File: src/rtl/animation_sequencer.sv
// Intro animation sequencer: counts vsync frames and steps through the ladder,
// platform and four-ramp tilt stages before reporting completion.
module animation_sequencer #(
    parameter int unsigned FRAMES_PER_STEP = 30
) (
    input  logic       clk,
    input  logic       rst,
    input  logic       start_game,
    input  logic       vsync,
    input  logic       skip,
    output logic       ladder_en,
    output logic       platform_start,
    output logic [3:0] ramp_en,
    output logic       anim_busy,
    output logic       anim_done
);

    localparam int unsigned CW = $clog2(FRAMES_PER_STEP + 1);
    localparam logic [CW-1:0] LAST = CW'(FRAMES_PER_STEP - 1);

    typedef enum logic [2:0] {
        S_IDLE,
        S_LADDER,
        S_PLATFORM,
        S_RAMP,
        S_DONE
    } state_t;

    state_t          state_q, state_d;
    logic [CW-1:0]   fcnt_q, fcnt_d;
    logic [3:0]      ramp_q, ramp_d;
    logic            vsync_q;
    logic            frame_tick;
    logic            busy;
    logic            step_end;

    assign frame_tick = vsync_q & ~vsync;
    assign busy       = (state_q == S_LADDER) || (state_q == S_PLATFORM) || (state_q == S_RAMP);
    assign step_end   = busy && frame_tick && (fcnt_q == LAST);

    always_ff @(posedge clk) begin
        if (rst) begin
            state_q <= S_IDLE;
            fcnt_q  <= '0;
            ramp_q  <= '0;
            vsync_q <= 1'b0;
        end else begin
            state_q <= state_d;
            fcnt_q  <= fcnt_d;
            ramp_q  <= ramp_d;
            vsync_q <= vsync;
        end
    end

    // Priority within busy states: abort, then skip, then step end, then count.
    always_comb begin
        state_d = state_q;
        fcnt_d  = fcnt_q;
        ramp_d  = ramp_q;
        unique case (state_q)
            S_IDLE: begin
                fcnt_d = '0;
                ramp_d = '0;
                if (start_game) state_d = S_LADDER;
            end
            S_LADDER, S_PLATFORM, S_RAMP: begin
                if (!start_game) begin
                    state_d = S_IDLE;
                    fcnt_d  = '0;
                    ramp_d  = '0;
                end else if (skip) begin
                    state_d = S_DONE;
                    fcnt_d  = '0;
                    ramp_d  = '1;
                end else if (step_end) begin
                    fcnt_d = '0;
                    if (state_q == S_LADDER) begin
                        state_d = S_PLATFORM;
                    end else if (state_q == S_PLATFORM) begin
                        state_d = S_RAMP;
                        ramp_d  = 4'b0001;
                    end else if (ramp_q == 4'b1111) begin
                        state_d = S_DONE;
                    end else begin
                        ramp_d = {ramp_q[2:0], 1'b1};
                    end
                end else if (frame_tick) begin
                    fcnt_d = fcnt_q + CW'(1);
                end
            end
            S_DONE: begin
                fcnt_d = '0;
                ramp_d = '1;
                if (!start_game) begin
                    state_d = S_IDLE;
                    ramp_d  = '0;
                end
            end
            default: begin
                state_d = S_IDLE;
                fcnt_d  = '0;
                ramp_d  = '0;
            end
        endcase
    end

    always_comb begin
        ladder_en      = 1'b0;
        platform_start = 1'b0;
        anim_busy      = busy;
        anim_done      = 1'b0;
        ramp_en        = ramp_q;
        unique case (state_q)
            S_LADDER:   ladder_en = 1'b1;
            S_PLATFORM, S_RAMP: begin
                ladder_en      = 1'b1;
                platform_start = 1'b1;
            end
            S_DONE: begin
                ladder_en      = 1'b1;
                platform_start = 1'b1;
                anim_done      = 1'b1;
            end
            default: ;
        endcase
    end

endmodule

File: config.mk
export PLATFORM = sky130hd
export DESIGN_NAME = animation_sequencer
export DESIGN_NICKNAME = d
export VERILOG_FILES = /design/src/rtl/animation_sequencer.sv
export SDC_FILE = /design/constraint.sdc
export NUM_CORES = 1
export LEC_CHECK = 0
export CAP_MARGIN = 20
export CORE_MARGIN = 2
export CORE_UTILIZATION = 54
export CTS_BUF_LIST = sky130_fd_sc_hd__clkbuf_8
export DETAILED_ROUTE_END_ITERATION = 16
export PLACE_DENSITY = 0.82
export SLEW_MARGIN = 20
export SYNTH_ARGS = -nofsm -noshare
export SYNTH_HDL_FRONTEND = slang
export SYNTH_SLANG_ARGS = --single-unit
File: constraint.sdc
create_clock -name clk -period 1.84 [get_ports clk]
set_input_delay 0.368 -clock clk [delete_from_list [all_inputs] [get_ports clk]]
set_output_delay 0.368 -clock clk [all_outputs]
set_load 0.02 [all_outputs]
==> flow_summary.yaml, run 1 <==
clock_network:
  path_clk_slew_ns: 0.06
  clkLatencyLatePin_ns: 0.24
  clockRootBuffer: "clkbuf_8"
  postCtsSetupRepairBufs: 0
  ctsResizeCount: 7
  hold_buffers: 0
  ctsLongestPathBuffers: 2
  clock_sinks: 13
  htree_levels: 1
  cts_tree: "done"
  cts_buffers: 3
logic_synthesis:
  syn_nets: 102
  syn_area_um2: 782.0
  synthCells: 95
  postSynthAreaPerCell_um2: 8.232
  synth-seq-cells: 13
  ys_seq_area_share_pct: 33.28
  yosysWarnings: 0
  synth_cell_types: 33
floorplanning:
  coreArea_mm2: 0.001334
  rows: 13
  die_w_um: 42.06
  pin_count: 13
  die_area_mm2: 0.001769
  initial_core_util_pct: 58.63
  die_h_um: 42.06
global_route:
  grt_use_total_pct: 23.37
  antenna_found_initial: 0
  grt_pass1_wl_mm: 3.118
  grt_pass1_vias: 721
  grt_max_degree: 11
  gr-total-overflow: 0
timing:
  rsz0062_at_grt: "no"
  max_freq_mhz: 573.9
  setup_violations: 0
  hold_viol_final: 0
  hold_slack_ns: 0.5038
  finalClockSkew_ns: 0.0008114
  tightest_slew_ns: 0.3612
  slew_violations: 0
  post-route-period-util_pct: 94.71
  setup_tns_ns: 0
  worst_slack_ns: 0.09739
  min_period_ns: 1.743
  slew_headroom_pct: 75.60
run_status:
  status: "finished clean"
placement:
  gp_congestion: 0.8353
  port_buffers: 12
  place_area_um2: 960.9
  pre_cts_ws_ns: -0.1557
  hpwl_mm: 1.337
setup_path:
  worst-path-buf-inv: 1
  crit_type: "input pin to register"
  cp.arrival_ns: 1.91
  startpoint_type: "input pin"
  required_ns: 2.01
  crit_family: "compound AO/OA/AOI/OAI gates"
  cp-end-kind: "register"
  crit_chain: "clkdlybuf4s50_1 > and4b_4 > a311o_1 > or2_4 > a211oi_2"
  critPathMaxStageDelay_ns: 0.49
  crit_slowest_cell: "clkdlybuf4s50_1"
  critPathMaxFanout: 5
pwr:
  power_density_mw_per_mm2: 737.7
  p_leak_uw: 0.0003736
  max-vdd-ir-drop_mv: 0.4012
  power_uw: 741.2
route:
  wl_mm: 1.802
  drc_errors: 0
  avgViaCountPerCell: 6.015
  vias: 782
  ant_nets: 0
  drtIter0Drc: 34
  wl_per_cell_um: 13.86
  first_pass_iters: 4
cells_and_area:
  layout-drive-gt1-share_pct: 16.52
  synthToLayoutAreaGrowth_pct: 28.48
  diodes: 0
  design_area_mm2: 0.001005
  nets: 123
  fill_cells: 111
min_path:
  hp-class: "register to register"
run:
  drv_cap: 0
## layout by cell type, fill, tap and decap left out, types with 2 or more instances in the layout
master,instances
nand3_1,5
nor2b_1,3
a311oi_1,3
dlygate4sd2_1,4
clkdlybuf4s50_1,8
dfxtp_1,10
nor4bb_1,2
inv_1,7
o21ai_0,10
xnor2_1,2
nor2_1,8
nand2_1,4
dfxtp_2,3
xor2_1,3
buf_4,9
clkbuf_8,3
ha_1,2
nor3_1,3
nand2b_1,7
nand4_1,4
## per-stage QoR
step	utilization (%)	cells
after floorplan	-	95
after global placement	72.05	126
after detailed placement	72.05	126
after CTS	75.33	130
after global routing	75.33	130
final	75.33	130
## synthesized netlist by cell type (all sizes together)
library cell	number	area [um^2]
buf	2	16.26
dfxtp	13	260.3
nor4bb	2	20.02
nor2	8	30.03
inv	6	22.52
o21ai	10	50.05
nand4	4	25.02
and4b	1	13.76
ha	2	25.02
nand3	5	25.02
and2	1	6.260
nor3	3	15.01
a2111o	1	11.26
or2	2	15.02
nor2b	3	18.77
nand2b	7	43.79
a311oi	3	26.28
o221a	1	11.26
a21oi	1	5.000
o22ai	1	6.260
a211oi	1	12.51
o21a	1	7.510
a311o	1	10.01
mux2i	1	10.01
nand2	4	15.01
xnor2	2	17.52
a41oi	1	8.760
clkbuf	3	11.26
o21bai	1	7.510
o2bb2ai	1	8.760
xor2	3	26.28
## registers in the layout (all words and copies together), names as in the netlist
| signal | flops |
|---|---|
| fcnt_q | 5 |
| ramp_en | 4 |
| state_q | 3 |
| vsync_q | 1 |
## area by class of cell
cell class / instances / area (um^2) / area share, %
Clock inverter: 1 / 3.754 / 0.3736
Clock buffer: 3 / 41.29 / 4.110
Inverter: 6 / 22.52 / 2.242
Tap cell: 15 / 18.77 / 1.868
Timing Repair Buffer: 21 / 182.7 / 18.18
Sequential cell: 13 / 264.0 / 26.28
Multi-Input combinational cell: 71 / 471.7 / 46.95
## worst min-delay path: cells and delay by family, from the launching register on
family	cells	cell delay (ns)
compound gates	1	0.06
flops	1	0.32
simple gates	1	0.07
## routing by layer
metal	part of all wire [%]	track usage [%]	vias up
li1	-	-	382
met1	45	29.07	365
met2	47	36.88	29
met3	5.6	6.466	6
met4	2.2	11.88	0
met5	0	0	-
## power breakdown
group	internal, uW	total [uW]	switching, uW
clock	147	253	105
combinational	79.2	173	94.0
sequential	296	315	19.3
total	523	741	218
## final timing paths
check,from,end,slack (ns),depth (start not counted)
worst min register to register,ramp_en[3],ramp_en[3],0.50,2
worst max register to register,fcnt_q[1],fcnt_q[1],0.33,5
worst max-delay path,vsync,fcnt_q[1],0.1,5
worst min-delay path,ramp_en[3],ramp_en[3],0.50,2
## logic make-up (layout without fill, tap and decap cells)
family | after synthesis | after routing | synth area share (%)
AND/OR/NAND/NOR | 40 | 40 | 29.12
AO/OA/AOI/OAI | 23 | 23 | 21.12
flip-flops | 13 | 13 | 33.28
buffers and inverters | 11 | 31 | 6.399
XOR/XNOR | 5 | 5 | 5.601
adder cells (fa/ha/maj) | 2 | 2 | 3.199
multiplexers | 1 | 1 | 1.280
Note: power is estimated with default switching activity, not from simulation.
==> run 2, diff against run 1 <==
--- a/config.mk
+++ b/config.mk
@@ -10,6 +10,7 @@
 export CORE_UTILIZATION = 54
 export CTS_BUF_LIST = sky130_fd_sc_hd__clkbuf_8
 export DETAILED_ROUTE_END_ITERATION = 16
+export GPL_TIMING_DRIVEN = 0
 export PLACE_DENSITY = 0.82
 export SLEW_MARGIN = 20
 export SYNTH_ARGS = -nofsm -noshare
==> run 2 against run 1 <==
Against the previous run:
- first-iteration DRC count down 38%
- clock skew up 0.0061 ns
- combinational power up 5%
- critical path type is now register to output pin
- highest routed layer unchanged
- largest cell class unchanged
==> flow_summary.yaml, run 2 (same netlist as run 1, synthesis figures left out) <==
run_status:
  status: "finished clean"
route:
  avgViaCountPerCell: 6.117
  ant_nets: 0
  vias: 783
  wl_per_cell_um: 15.69
  drc_errors: 0
  wl_mm: 2.008
  drtIter0Drc: 21
  first_pass_iters: 4
cells_and_area:
  mostFrequentLayoutCell: "dfxtp_1"
  largest-register: "fcnt_q"
  utilization_pct: 73.92
  area.sequential_um2: 260.3
  layout-drive-gt1-share_pct: 16.07
  synthToLayoutAreaGrowth_pct: 26.08
  final_cell_mix: "13 x dfxtp_1, 10 x o21ai_0, 7 x inv_1, 7 x nor2_1, 7 x nand2b_1"
  multi_input_area_um2: 483.0
  largest_reg_flops: 5
  fill_cells: 109
  stdcell_count: 128
  nets: 120
clock_network:
  cts_buffers: 3
  clkLatencyLatePin_ns: 0.25
  clock_sinks: 13
  hold_buffers: 0
  clockRootBuffer: "clkbuf_8"
  cts_tree: "done"
  path_clk_slew_ns: 0.06
  ctsLongestPathBuffers: 2
  htree_levels: 1
setup_path:
  critPathMaxFanout: 10
  crit_type: "register to output pin"
  required_ns: 1.47
  cp.arrival_ns: 1.45
  startpoint_type: "register"
  cp-end-kind: "output pin"
placement:
  dp_cells: 121
  pre_cts_ws_ns: -0.3143
  hpwl_mm: 1.208
  gp_congestion: 0.8268
  port_buffers: 11
timing:
  slew_violations: 0
  min_period_ns: 1.821
  rsz0062_at_grt: "no"
  hold_slack_ns: 0.4544
  hold_viol_final: 0
  worst_slack_ns: 0.01945
  tightest_slew_ns: 0.3719
  finalClockSkew_ns: 0.006918
  slew_headroom_pct: 74.88
  max_freq_mhz: 549.3
  post-route-period-util_pct: 98.94
  setup_violations: 0
floorplanning:
  initial_core_util_pct: 58.63
  pin_count: 13
  die_h_um: 42.06
  die_area_mm2: 0.001769
  die_w_um: 42.06
  rows: 13
  coreArea_mm2: 0.001334
min_path:
  hp-class: "input pin to register"
pwr:
  p_leak_uw: 0.0003571
  max-vdd-ir-drop_mv: 0.5656
  power_density_mw_per_mm2: 755.8
global_route:
  grt_pass1_wl_mm: 3.284
  grt_use_total_pct: 24.04
  gr-total-overflow: 0
  grt_max_degree: 11
  antenna_found_initial: 0
  grt_pass1_vias: 750
run:
  drv_cap: 0
run 2: cell types whose count changed in the layout (fill, tap and decap cells not counted), moves of 2 or more:
cell,previous run,this run
buf_4,9,2
clkdlybuf4s50_1,8,5
dfxtp_1,10,13
dfxtp_2,3,0
buf_2,0,2
dlygate4sd2_1,4,2
run 2: report_power, final:
group | leakage (uW) | internal [uW] | switching, uW
combinational | 0.000225 | 76.5 | 105
clock | 0.0000269 | 148 | 109
sequential | 0.000106 | 295 | 12.0
total | 0.000357 | 519 | 226
run 2: metrics by stage:
| stage | cell area [um^2] | total power, uW | setup TNS (ns) |
|---|---|---|---|
| finish | 985.9 | 745.2 | 0 |
| global route | 983.4 | 766.7 | 0 |
| CTS | 972.2 | 738.1 | -0.004046 |
| detailed placement | 910.9 | 485.6 | -2.619 |
| global placement | 910.9 | 482.1 | -2.075 |
| floorplan | 782.0 | 422.2 | 0 |
run 2: final timing paths:
kind	startpoint	to	slack, ns	cells after the start
worst max-delay path	state_q[0]	ladder_en	0.02	4
worst max register to register	fcnt_q[1]	fcnt_q[1]	0.21	5
worst min register to register	ramp_en[2]	ramp_en[2]	0.51	2
worst min-delay path	vsync	vsync_q	0.45	2
run 2: cell type report:
| cell class | count | area share (%) |
|---|---|---|
| flip-flops and latches | 13 | 26.40 |
| multi-input cells | 71 | 48.98 |
| plain buffers | 5 | 3.299 |
| clock inverters | 1 | 0.3807 |
| clock buffers | 3 | 4.188 |
| inverters | 6 | 2.284 |
| well taps | 15 | 1.904 |
| diodes | 1 | 0.2538 |
| repair buffers | 13 | 12.31 |
run 2: critical path, cell delays in order, from the launching register on:
cell	delay, ns
dfxtp_1	0.36
buf_2	0.20
o21a_4	0.23
nor2_2	0.14
clkdlybuf4s15_2	0.28
run 2: what timing repair did:
| action | CTS | global route |
|---|---|---|
| endpoints found under the hold margin | 0 | 0 |
| endpoints found under the setup margin | 5 | 6 |
| gates resized for setup | 11 | 9 |
| buffers inserted | 2 | 0 |
| pin swaps | 1 | 0 |
run 2: layer usage:
layer / global-route usage (%) / part of all wire (%) / vias to the layer above / routed length (um)
met1: 30.03 / 44 / 360 / 886
met5: 0 / 0 / - / 0
met2: 37.81 / 46 / 39 / 917
li1: - / - / 373 / -
met3: 3.448 / 5.8 / 11 / 116
met4: 16.88 / 4.3 / 0 / 87
